**config.mk**
```make
export PLATFORM = sky130hd
export DESIGN_NAME = mem_access_unit_flat
export DESIGN_NICKNAME = d
export VERILOG_FILES = /design/src/rtl/pipe_pkg.sv /design/src/rtl/mem_access_unit_if.sv /design/src/rtl/mem_access_unit_load_extend.sv /design/src/rtl/mem_access_unit.sv /design/src/flat_wrapper.sv
export SDC_FILE = /design/constraint.sdc
export NUM_CORES = 1
export LEC_CHECK = 0
export BUFFER_PORTS_ARGS = -buffer_cell sky130_fd_sc_hd__buf_2
export CAP_MARGIN = 0
export CORE_MARGIN = 5
export CORE_UTILIZATION = 40
export CTS_CLUSTER_SIZE = 28
export DETAILED_ROUTE_END_ITERATION = 8
export GPL_ROUTABILITY_DRIVEN = 0
export PLACE_DENSITY = 0.67
export SLEW_MARGIN = 30
export SYNTH_ARGS = -nofsm -noshare
export SYNTH_HDL_FRONTEND = slang
export SYNTH_HIERARCHICAL = 1
export SYNTH_SLANG_ARGS = --single-unit
```
**constraint.sdc**
```tcl
create_clock -name clk -period 2.6 [get_ports clk]
set_input_delay 0.39 -clock clk [delete_from_list [all_inputs] [get_ports clk]]
set_output_delay 0.39 -clock clk [all_outputs]
set_load 0.05 [all_outputs]
```
**src/rtl/pipe_pkg.sv**
```systemverilog
// Shared pipeline definitions for the MEM stage.
// Access sizes, MEM FSM states and fault causes.
package pipe_pkg;

  localparam logic [2:0] F3_B  = 3'b000;
  localparam logic [2:0] F3_H  = 3'b001;
  localparam logic [2:0] F3_W  = 3'b010;
  localparam logic [2:0] F3_BU = 3'b100;
  localparam logic [2:0] F3_HU = 3'b101;

  typedef enum logic [1:0] {
    IDLE,
    BUSY,
    DONE
  } mem_state_t;

  localparam logic [1:0] CAUSE_MISALIGN = 2'b01;
  localparam logic [1:0] CAUSE_BUSERR   = 2'b10;
  localparam logic [1:0] CAUSE_ILLEGAL  = 2'b11;

endpackage

```
**src/rtl/mem_access_unit_if.sv**
```systemverilog
// Data-memory req/ack bus between the MEM stage
// (master) and the memory (slave).
interface mem_access_unit_if #(
  parameter int ADDR_W = 32,
  parameter int DATA_W = 32
) ();

  logic              bus_req;
  logic              bus_we;
  logic [ADDR_W-1:0] bus_addr;
  logic [DATA_W-1:0] bus_wdata;
  logic [3:0]        bus_be;
  logic              bus_ack;
  logic [DATA_W-1:0] bus_rdata;
  logic              bus_err;

  modport master (
    output bus_req, bus_we, bus_addr,
    output bus_wdata, bus_be,
    input  bus_ack, bus_rdata, bus_err
  );

  modport slave (
    input  bus_req, bus_we, bus_addr,
    input  bus_wdata, bus_be,
    output bus_ack, bus_rdata, bus_err
  );

endinterface

```
**src/rtl/mem_access_unit_load_extend.sv**
```systemverilog
// Load lane select and sign/zero extension
// of a 32-bit bus word.
module load_extend
  import pipe_pkg::*;
(
  input  logic [31:0] rdata,
  input  logic [1:0]  addr_lo,
  input  logic [2:0]  funct3,
  output logic [31:0] result
);

  logic [7:0]  b;
  logic [15:0] h;

  // Pick the addressed lane, then extend by size/sign.
  always_comb begin
    b = rdata[{addr_lo, 3'b000} +: 8];
    h = addr_lo[1] ? rdata[31:16] : rdata[15:0];
    result = rdata;
    unique case (funct3)
      F3_B:    result = {{24{b[7]}}, b};
      F3_BU:   result = {24'd0, b};
      F3_H:    result = {{16{h[15]}}, h};
      F3_HU:   result = {16'd0, h};
      default: result = rdata;
    endcase
  end

endmodule

```
**src/rtl/mem_access_unit.sv**
```systemverilog
// MEM-stage data-memory access controller:
// classifies, runs the req/ack bus, stalls, extends.
module mem_access_unit
  import pipe_pkg::*;
#(
  parameter int ADDR_W = 32,
  parameter int DATA_W = 32
) (
  input  logic              clk,
  input  logic              rst,
  input  logic              MemRead_in,
  input  logic              MemWrite_in,
  input  logic [2:0]        funct3_in,
  input  logic [ADDR_W-1:0] addr_in,
  input  logic [DATA_W-1:0] wdata_in,
  output logic              stall_out,
  output logic              wb_suppress_out,
  output logic [DATA_W-1:0] read_data_out,
  output logic              fault_out,
  output logic [1:0]        fault_cause_out,
  mem_access_unit_if.master bus
);

  mem_state_t state_q, state_d;

  logic              access;
  logic              illegal;
  logic              misalign;
  logic              legal;
  logic              is_half;
  logic              is_word;
  logic [3:0]        be_d;
  logic [DATA_W-1:0] wdata_d;
  logic              err_q;
  logic              load_q;
  logic [2:0]        f3_q;
  logic [1:0]        lo_q;
  logic [DATA_W-1:0] ext;

  load_extend u_ext (
    .rdata   (bus.bus_rdata),
    .addr_lo (lo_q),
    .funct3  (f3_q),
    .result  (ext)
  );

  // Classify the request held in EX/MEM.
  always_comb begin
    access  = MemRead_in | MemWrite_in;
    is_half = funct3_in[1:0] == 2'b01;
    is_word = funct3_in[1:0] == 2'b10;
    illegal = (MemRead_in & MemWrite_in)
            | (MemWrite_in
               & !(funct3_in inside {F3_B, F3_H, F3_W}))
            | (MemRead_in
               & (funct3_in inside {3'b011, 3'b110, 3'b111}));
    misalign = (is_half & addr_in[0])
             | (is_word & (|addr_in[1:0]));
  end

  // Byte enables and lane-replicated store data.
  always_comb begin
    be_d    = 4'b1111;
    wdata_d = wdata_in;
    unique case (1'b1)
      funct3_in[1:0] == 2'b00: begin
        wdata_d = {4{wdata_in[7:0]}};
        if (MemWrite_in) be_d = 4'b0001 << addr_in[1:0];
      end
      is_half: begin
        wdata_d = {2{wdata_in[15:0]}};
        if (MemWrite_in) be_d = 4'b0011 << addr_in[1:0];
      end
      default: ;
    endcase
  end

  // Next state and pipeline control; all drop with reset.
  always_comb begin
    state_d         = state_q;
    legal           = 1'b0;
    stall_out       = 1'b0;
    fault_out       = 1'b0;
    fault_cause_out = 2'b00;
    unique case (state_q)
      IDLE: begin
        if (access) begin
          if (illegal) begin
            fault_out       = 1'b1;
            fault_cause_out = CAUSE_ILLEGAL;
          end else if (misalign) begin
            fault_out       = 1'b1;
            fault_cause_out = CAUSE_MISALIGN;
          end else begin
            legal     = 1'b1;
            stall_out = 1'b1;
            state_d   = BUSY;
          end
        end
      end
      BUSY: begin
        stall_out = 1'b1;
        if (bus.bus_ack) state_d = DONE;
      end
      DONE: begin
        state_d = IDLE;
        if (err_q) begin
          fault_out       = 1'b1;
          fault_cause_out = CAUSE_BUSERR;
        end
      end
      default: state_d = IDLE;
    endcase
    if (!rst) begin
      legal           = 1'b0;
      stall_out       = 1'b0;
      fault_out       = 1'b0;
      fault_cause_out = 2'b00;
    end
    wb_suppress_out = stall_out | fault_out;
  end

  // State register.
  always_ff @(posedge clk or negedge rst) begin
    if (!rst) state_q <= IDLE;
    else      state_q <= state_d;
  end

  // Bus request, captured request info and load result.
  always_ff @(posedge clk or negedge rst) begin
    if (!rst) begin
      bus.bus_req   <= 1'b0;
      bus.bus_we    <= 1'b0;
      bus.bus_addr  <= '0;
      bus.bus_wdata <= '0;
      bus.bus_be    <= 4'b0000;
      err_q         <= 1'b0;
      load_q        <= 1'b0;
      f3_q          <= 3'b000;
      lo_q          <= 2'b00;
      read_data_out <= '0;
    end else begin
      if (legal) begin
        bus.bus_req   <= 1'b1;
        bus.bus_we    <= MemWrite_in;
        bus.bus_addr  <= {addr_in[ADDR_W-1:2], 2'b00};
        bus.bus_wdata <= wdata_d;
        bus.bus_be    <= be_d;
        load_q        <= MemRead_in;
        f3_q          <= funct3_in;
        lo_q          <= addr_in[1:0];
      end
      if (state_q == BUSY && bus.bus_ack) begin
        bus.bus_req <= 1'b0;
        err_q       <= bus.bus_err;
        if (load_q && !bus.bus_err)
          read_data_out <= ext;
      end
    end
  end

endmodule

```
**src/flat_wrapper.sv**
```systemverilog
// flat-port wrapper written by rule: the top's interface ports become plain ports
module mem_access_unit_flat import pipe_pkg::*;
#(
  parameter int ADDR_W = 32,
  parameter int DATA_W = 32
)
  (clk, rst, MemRead_in, MemWrite_in, funct3_in, addr_in, wdata_in, stall_out, wb_suppress_out, read_data_out, fault_out, fault_cause_out, bus_bus_req, bus_bus_we, bus_bus_addr, bus_bus_wdata, bus_bus_be, bus_bus_ack, bus_bus_rdata, bus_bus_err);
  mem_access_unit_if #(.ADDR_W(ADDR_W), .DATA_W(DATA_W)) bus_i ();
  input  logic clk;
  input  logic rst;
  input  logic MemRead_in;
  input  logic MemWrite_in;
  input  logic [2:0] funct3_in;
  input  logic [ADDR_W-1:0] addr_in;
  input  logic [DATA_W-1:0] wdata_in;
  output logic stall_out;
  output logic wb_suppress_out;
  output logic [DATA_W-1:0] read_data_out;
  output logic fault_out;
  output logic [1:0] fault_cause_out;
  output wire logic [$bits(bus_i.bus_req)-1:0] bus_bus_req;
  output wire logic [$bits(bus_i.bus_we)-1:0] bus_bus_we;
  output wire logic [$bits(bus_i.bus_addr)-1:0] bus_bus_addr;
  output wire logic [$bits(bus_i.bus_wdata)-1:0] bus_bus_wdata;
  output wire logic [$bits(bus_i.bus_be)-1:0] bus_bus_be;
  input wire logic [$bits(bus_i.bus_ack)-1:0] bus_bus_ack;
  input wire logic [$bits(bus_i.bus_rdata)-1:0] bus_bus_rdata;
  input wire logic [$bits(bus_i.bus_err)-1:0] bus_bus_err;
  assign bus_bus_req = bus_i.bus_req;
  assign bus_bus_we = bus_i.bus_we;
  assign bus_bus_addr = bus_i.bus_addr;
  assign bus_bus_wdata = bus_i.bus_wdata;
  assign bus_bus_be = bus_i.bus_be;
  assign bus_i.bus_ack = bus_bus_ack;
  assign bus_i.bus_rdata = bus_bus_rdata;
  assign bus_i.bus_err = bus_bus_err;
  mem_access_unit #(.ADDR_W(ADDR_W), .DATA_W(DATA_W)) u_core (.clk(clk), .rst(rst), .MemRead_in(MemRead_in), .MemWrite_in(MemWrite_in), .funct3_in(funct3_in), .addr_in(addr_in), .wdata_in(wdata_in), .stall_out(stall_out), .wb_suppress_out(wb_suppress_out), .read_data_out(read_data_out), .fault_out(fault_out), .fault_cause_out(fault_cause_out), .bus(bus_i));
endmodule
```
* Word level (Yosys, flattened, before mapping) *
Cells that the tools add are included.

word-level totals
  register bits after elaboration = 109
  input bits = 105
  logic and storage cells = 86

operators by class
  equal/unequal tests = 16
  shifts and indexed selects = 3
  multiplexer cells = 32
  bitwise logic cells = 10
  reductions and logical operators = 14

operators with widths
  operator             count
  $pmux 32 s4          1
  $pmux 32 s2          1
  $shiftx 32x6->8      1
  $mux 16              1
  $mux 2               8
  $mux 1               14
  $eq 3x3->1 const B   4
  $mux 4               2
  $pmux 2 s2           2
  $pmux 4 s2           1
  $eq 3x1->1 const B   2
  $eq 3x2->1 const B   2
  $logic_not 3->1      2
  $ne 2x2->1 const B   3
  $reduce_bool 3->1    2
  $and 1x1->1          5
  $or 1x1->1           5
  $eq 2x1->1 const B   2
  $eq 2x2->1 const B   2
  $logic_not 2->1      2
  $pmux 1 s2           2
  $reduce_and 4->1     1
  $shl 1x2->4 const A  1
  $shl 2x2->4 const A  1
  6 further kinds      8

* Longest topological paths before layout *
  depth after elaboration = 12
  depth in mapped cells = 7
  mapped depth without buffers = 5

* Cells and area by module *
The synthesis kept the hierarchy.

modules (own cells, without submodules)
  module           instances  cells an instance  area each (um2)  seq. area each (um2)
  mem_access_unit  1          320                4,668.2          2,727.6
  load_extend      1          96                 845.8            0.0

* Least setup slack after synthesis *
No wires, ideal clock.

  kind = flip-flop to output port
  from = reg u_core.state_q[0]
  to = out stall_out
  arrival time = 1.919 ns
  required time = 2.210 ns
  path slack = 0.291 ns
  cell stages (with the launch flop) = 7
  cell sequence = dfrtp_1 -> nand2b_1 -> or3_4 -> nor3_2 -> buf_6 -> buf_6 -> a31o_1

between the ends
  cells in the longest elaborated chain, start to end = 3

RTL lines
  element                                               line                    source
  from (decl)                                           mem_access_unit.sv:24   mem_state_t state_q, state_d;
  from (signal assigned)                                mem_access_unit.sv:126  else state_q <= state_d;
  $eq 2x1->1 / $logic_not 2->1 (equally long branches)  mem_access_unit.sv:85   unique case (state_q)
  $pmux 1 s2 (*)                                        mem_access_unit.sv:85
  $mux 1 (*)                                            mem_access_unit.sv:114  if (!rst) begin
  to (decl)                                             flat_wrapper.sv:16      output logic stall_out;

Mark *: on every way between the ends. The rest lies on a longest branch, timed or not.

* Worst setup path after layout *
Ends and elaborated chain as after synthesis.

==> run_results.csv <==
group,metric,value,unit
status,status,"completed",
setup_path,critPathMaxFanout,7,
logic_synthesis,async_flop_share,100,%
routing,wl_per_cell,17.1,um
setup_path,r2r-start,"u_core/state_q[0]",
run,maxCapViolCount,0,
timing,max_slew_margin,44.8,%
timing,fin_crit_sh,94.5,%
floorplan,dieWidth,127,um
finish,antenna_cells,0,
finish,syn_to_final_growth,27.9,%
logic_synthesis,synthAdderAreaFrac,0.908,%
setup_path,cp-startpoint,"u_core/state_q[0]",
pwr,power_frac_seq,29.4,%
logic_synthesis,syn-cell-area,5510,um2
timing,max_freq,0.407,GHz
logic_synthesis,synth_ff_type,"dfrtp_1",
timing,fin_crit,2.46,ns
logic_synthesis,synth-edff-count,0,
setup_path,critPathLaunchType,"register",
global_route,grt_pass1_wl,22000,um
clock_tree,clkLatencyLatePin,0.35,ns
timing,maxSlewViolCount,0,
logic_synthesis,yosysTopAreaCell,"dfrtp_1",
logic_synthesis,ys_seq_elements,109,
clock_tree,cts_hold_buf,0,
setup_path,max_stage_delay,0.45,ns
clock_tree,numCtsBuffers,9,
clock_tree,post_cts_resized,0,
global_route,grt_max_degree,67,
routing,dr.pass1.iters,4,
floorplan,core,13700,um2
global_route,grt_overflow_total,0,
global_route,antenna_found_initial,0,
setup_path,crit_required,2.21,ns
clock_tree,postCtsSetupBuffers,0,
routing,ant_nets,0,
floorplan,dieArea,16200,um2
pwr,clock_power_share,14.8,%
pwr,power.density,1440,nW/um2
clock_tree,cts_tree,"yes",
global_route,grt_pass1_vias,4335,
finish,nFillCells,1211,
timing,hold_viol_final,0,
logic_synthesis,yosys.area_share.simple,5.63,%
clock_tree,cts-root-buf,"clkbuf_16",
setup_path,rr_endpoint,"u_core/bus.bus_addr[12]",
pwr,p_comb_share,55.7,%
pwr,p_switching,0.00512,W
timing,finalClockSkew,0.00904,ns
setup_path,cp.arrival,2.07,ns
logic_synthesis,synth_xor_area_share,0,%
routing,num_vias,4107,
logic_synthesis,yosys_warnings,6,
floorplan,die_h,127,um
setup_path,rrSetupSlack,0.39,ns
logic_synthesis,yosysUniqueCellTypes,45,
clock_tree,clk_pin_slew,0.07,ns
finish,fin_util,51.4,%
setup_path,r2r_cells,5,
floorplan,start_util,40.2,%
routing,via_per_inst,5.10,
routing,drc,0,
setup_path,path_class,"reg -> out",
logic_synthesis,yosys.area.top_type_share,49.5,%
setup_path,end_kind,"output port",
logic_synthesis,synth_area_leaders,"dfrtp_1 49%, mux2_1 14%, mux2_2 11%",
logic_synthesis,muxShareOfSynthArea,28.7,%
logic_synthesis,synth_top_family_by_area,"multiplexers",
floorplan,rows,43,
logic_synthesis,synth_seq_area_share,49.5,%
setup_path,path_cells,"nand2b_1 > or3_4 > nor3_4 > a31o_1 > buf_2",
finish,drive_above_1_share,50.5,%
timing,tns,0,ns
finish,nets,730,
logic_synthesis,synthCells,416,
hold_path,hold_path_class,"in -> async",
logic_synthesis,synth-compound-area-share,11.1,%
logic_synthesis,syn_avg_cell_area,13.3,um2
routing,postRouteWirelength,13800,um
clock_tree,htreeDepth,3,
routing,drt_iter0_drc,229,
pwr,p_int,0.00502,W
pwr,leakage,3.37,nW
clock_tree,cts.sinks,109,
timing,worst_pin_slew,0.829,ns
place,dp_hpwl,10200,um
timing,setup_violations,0,
pwr,p_sw_share,50.5,%
global_route,grt_util_all_layers,16.9,%
floorplan,io_pins,212,
pwr,vdd_ir_drop_max,0.873,mV
timing,rsz0062_at_grt,"no",
setup_path,cp_slowest_cell,"dfrtp_1",
place,portBuffers,209,
clock_tree,clockBufferDepth,2,
## per-stage QoR
stage	instance area [um2]	setup slack, ns	total power (W)	std cells	hold slack (ns)
4_1_cts	7050	0.123	0.0103	806	0.232
6_report	7050	0.142	0.0101	806	0.235
3_3_place_gp	6720	0.462	0.00858	790	0.463
5_1_grt	7050	0.0497	0.0107	806	0.247
3_5_place_dp	6720	0.406	0.00871	790	0.469
2_1_floorplan	5520	0.291	0.00733	417	0.0944
## metal layers
| metal | wire [um] | global-route usage (%) |
|---|---|---|
| met2 | 6560 | 27.5 |
| met3 | 1340 | 5.89 |
| met1 | 5650 | 21.0 |
| met4 | 200 | 5.62 |
| met5 | 0 | 0 |
## kinds of logic after synthesis
logic type	after synthesis
flip-flops	109
buffers and inverters	36
AO/OA/AOI/OAI	66
other	1
multiplexers	142
AND/OR/NAND/NOR	58
adder cells (fa/ha/maj)	4
## layout by cell type, fill, tap and decap left out, types with 7 or more instances in the layout
master	n
buf_2	208
buf_4	11
mux2_2	56
o21ai_0	10
dfrtp_1	109
nor2_1	8
clkbuf_16	9
a21oi_1	9
a2bb2oi_2	14
mux2_1	69
inv_1	7
mux2i_1	16
nor2b_1	11
nand2_1	18
## layout make-up
class	count	area (um2)	share of cell area [%]
Timing Repair Buffer	221	1160	16.5
Inverter	8	30.0	0.426
Clock buffer	10	239	3.39
Tap cell	180	225	3.19
Clock inverter	6	95.1	1.35
Multi-Input combinational cell	272	2570	36.5
Sequential cell	109	2730	38.7
## worst max-delay path, delay by kind of cell (launching register included)
family          cells  cell delay, ns
buf+inv             1            0.26
flops               1            0.45
compound gates      1            0.13
simple gates        3            0.89
## how the worst max path moves through the flow
| stage | endpoint | slack, ns | cells past startpoint |
|---|---|---|---|
| floorplan | stall_out | 0.29 | 6 |
| global placement | fault_out | 0.46 | 6 |
| detailed placement | u_core/bus.bus_addr[21] | 0.41 | 5 |
| CTS | stall_out | 0.12 | 5 |
| global route | stall_out | 0.05 | 5 |
| finish | stall_out | 0.14 | 5 |
## cells in the mapped netlist (6+ instances only)
library cell	instances
buf_2	7
dfrtp_1	109
nor2b_1	11
clkbuf_1	6
a221o_1	6
o21ai_0	10
buf_6	9
nor2_1	8
mux2_1	69
a21oi_1	9
mux2i_1	16
inv_1	7
mux2_2	56
a2bb2oi_2	14
a2bb2oi_1	6
nand2_1	18
## power by group through the flow
| stage | combinational, W | sequential, W | clock (W) |
|---|---|---|---|
| floorplan | 0.00177 | 0.00555 | 0 |
| global placement | 0.00562 | 0.00296 | 0 |
| detailed placement | 0.00570 | 0.00301 | 0 |
| CTS | 0.00570 | 0.00300 | 0.00155 |
| global route | 0.00594 | 0.00310 | 0.00161 |
| finish | 0.00566 | 0.00298 | 0.00151 |
## state kept, by name, summed over array words and instances (netlist names)
signal / cells
u_core/bus.bus_wdata: 32
u_core/read_data_out: 32
u_core/bus.bus_addr: 30
u_core/bus.bus_be: 4
u_core/f3_q: 3
u_core/lo_q: 2
u_core/state_q: 2
u_core/bus.bus_req: 1
u_core/bus.bus_we: 1
u_core/err_q: 1
u_core/load_q: 1
(Power assumes the default switching activity.)
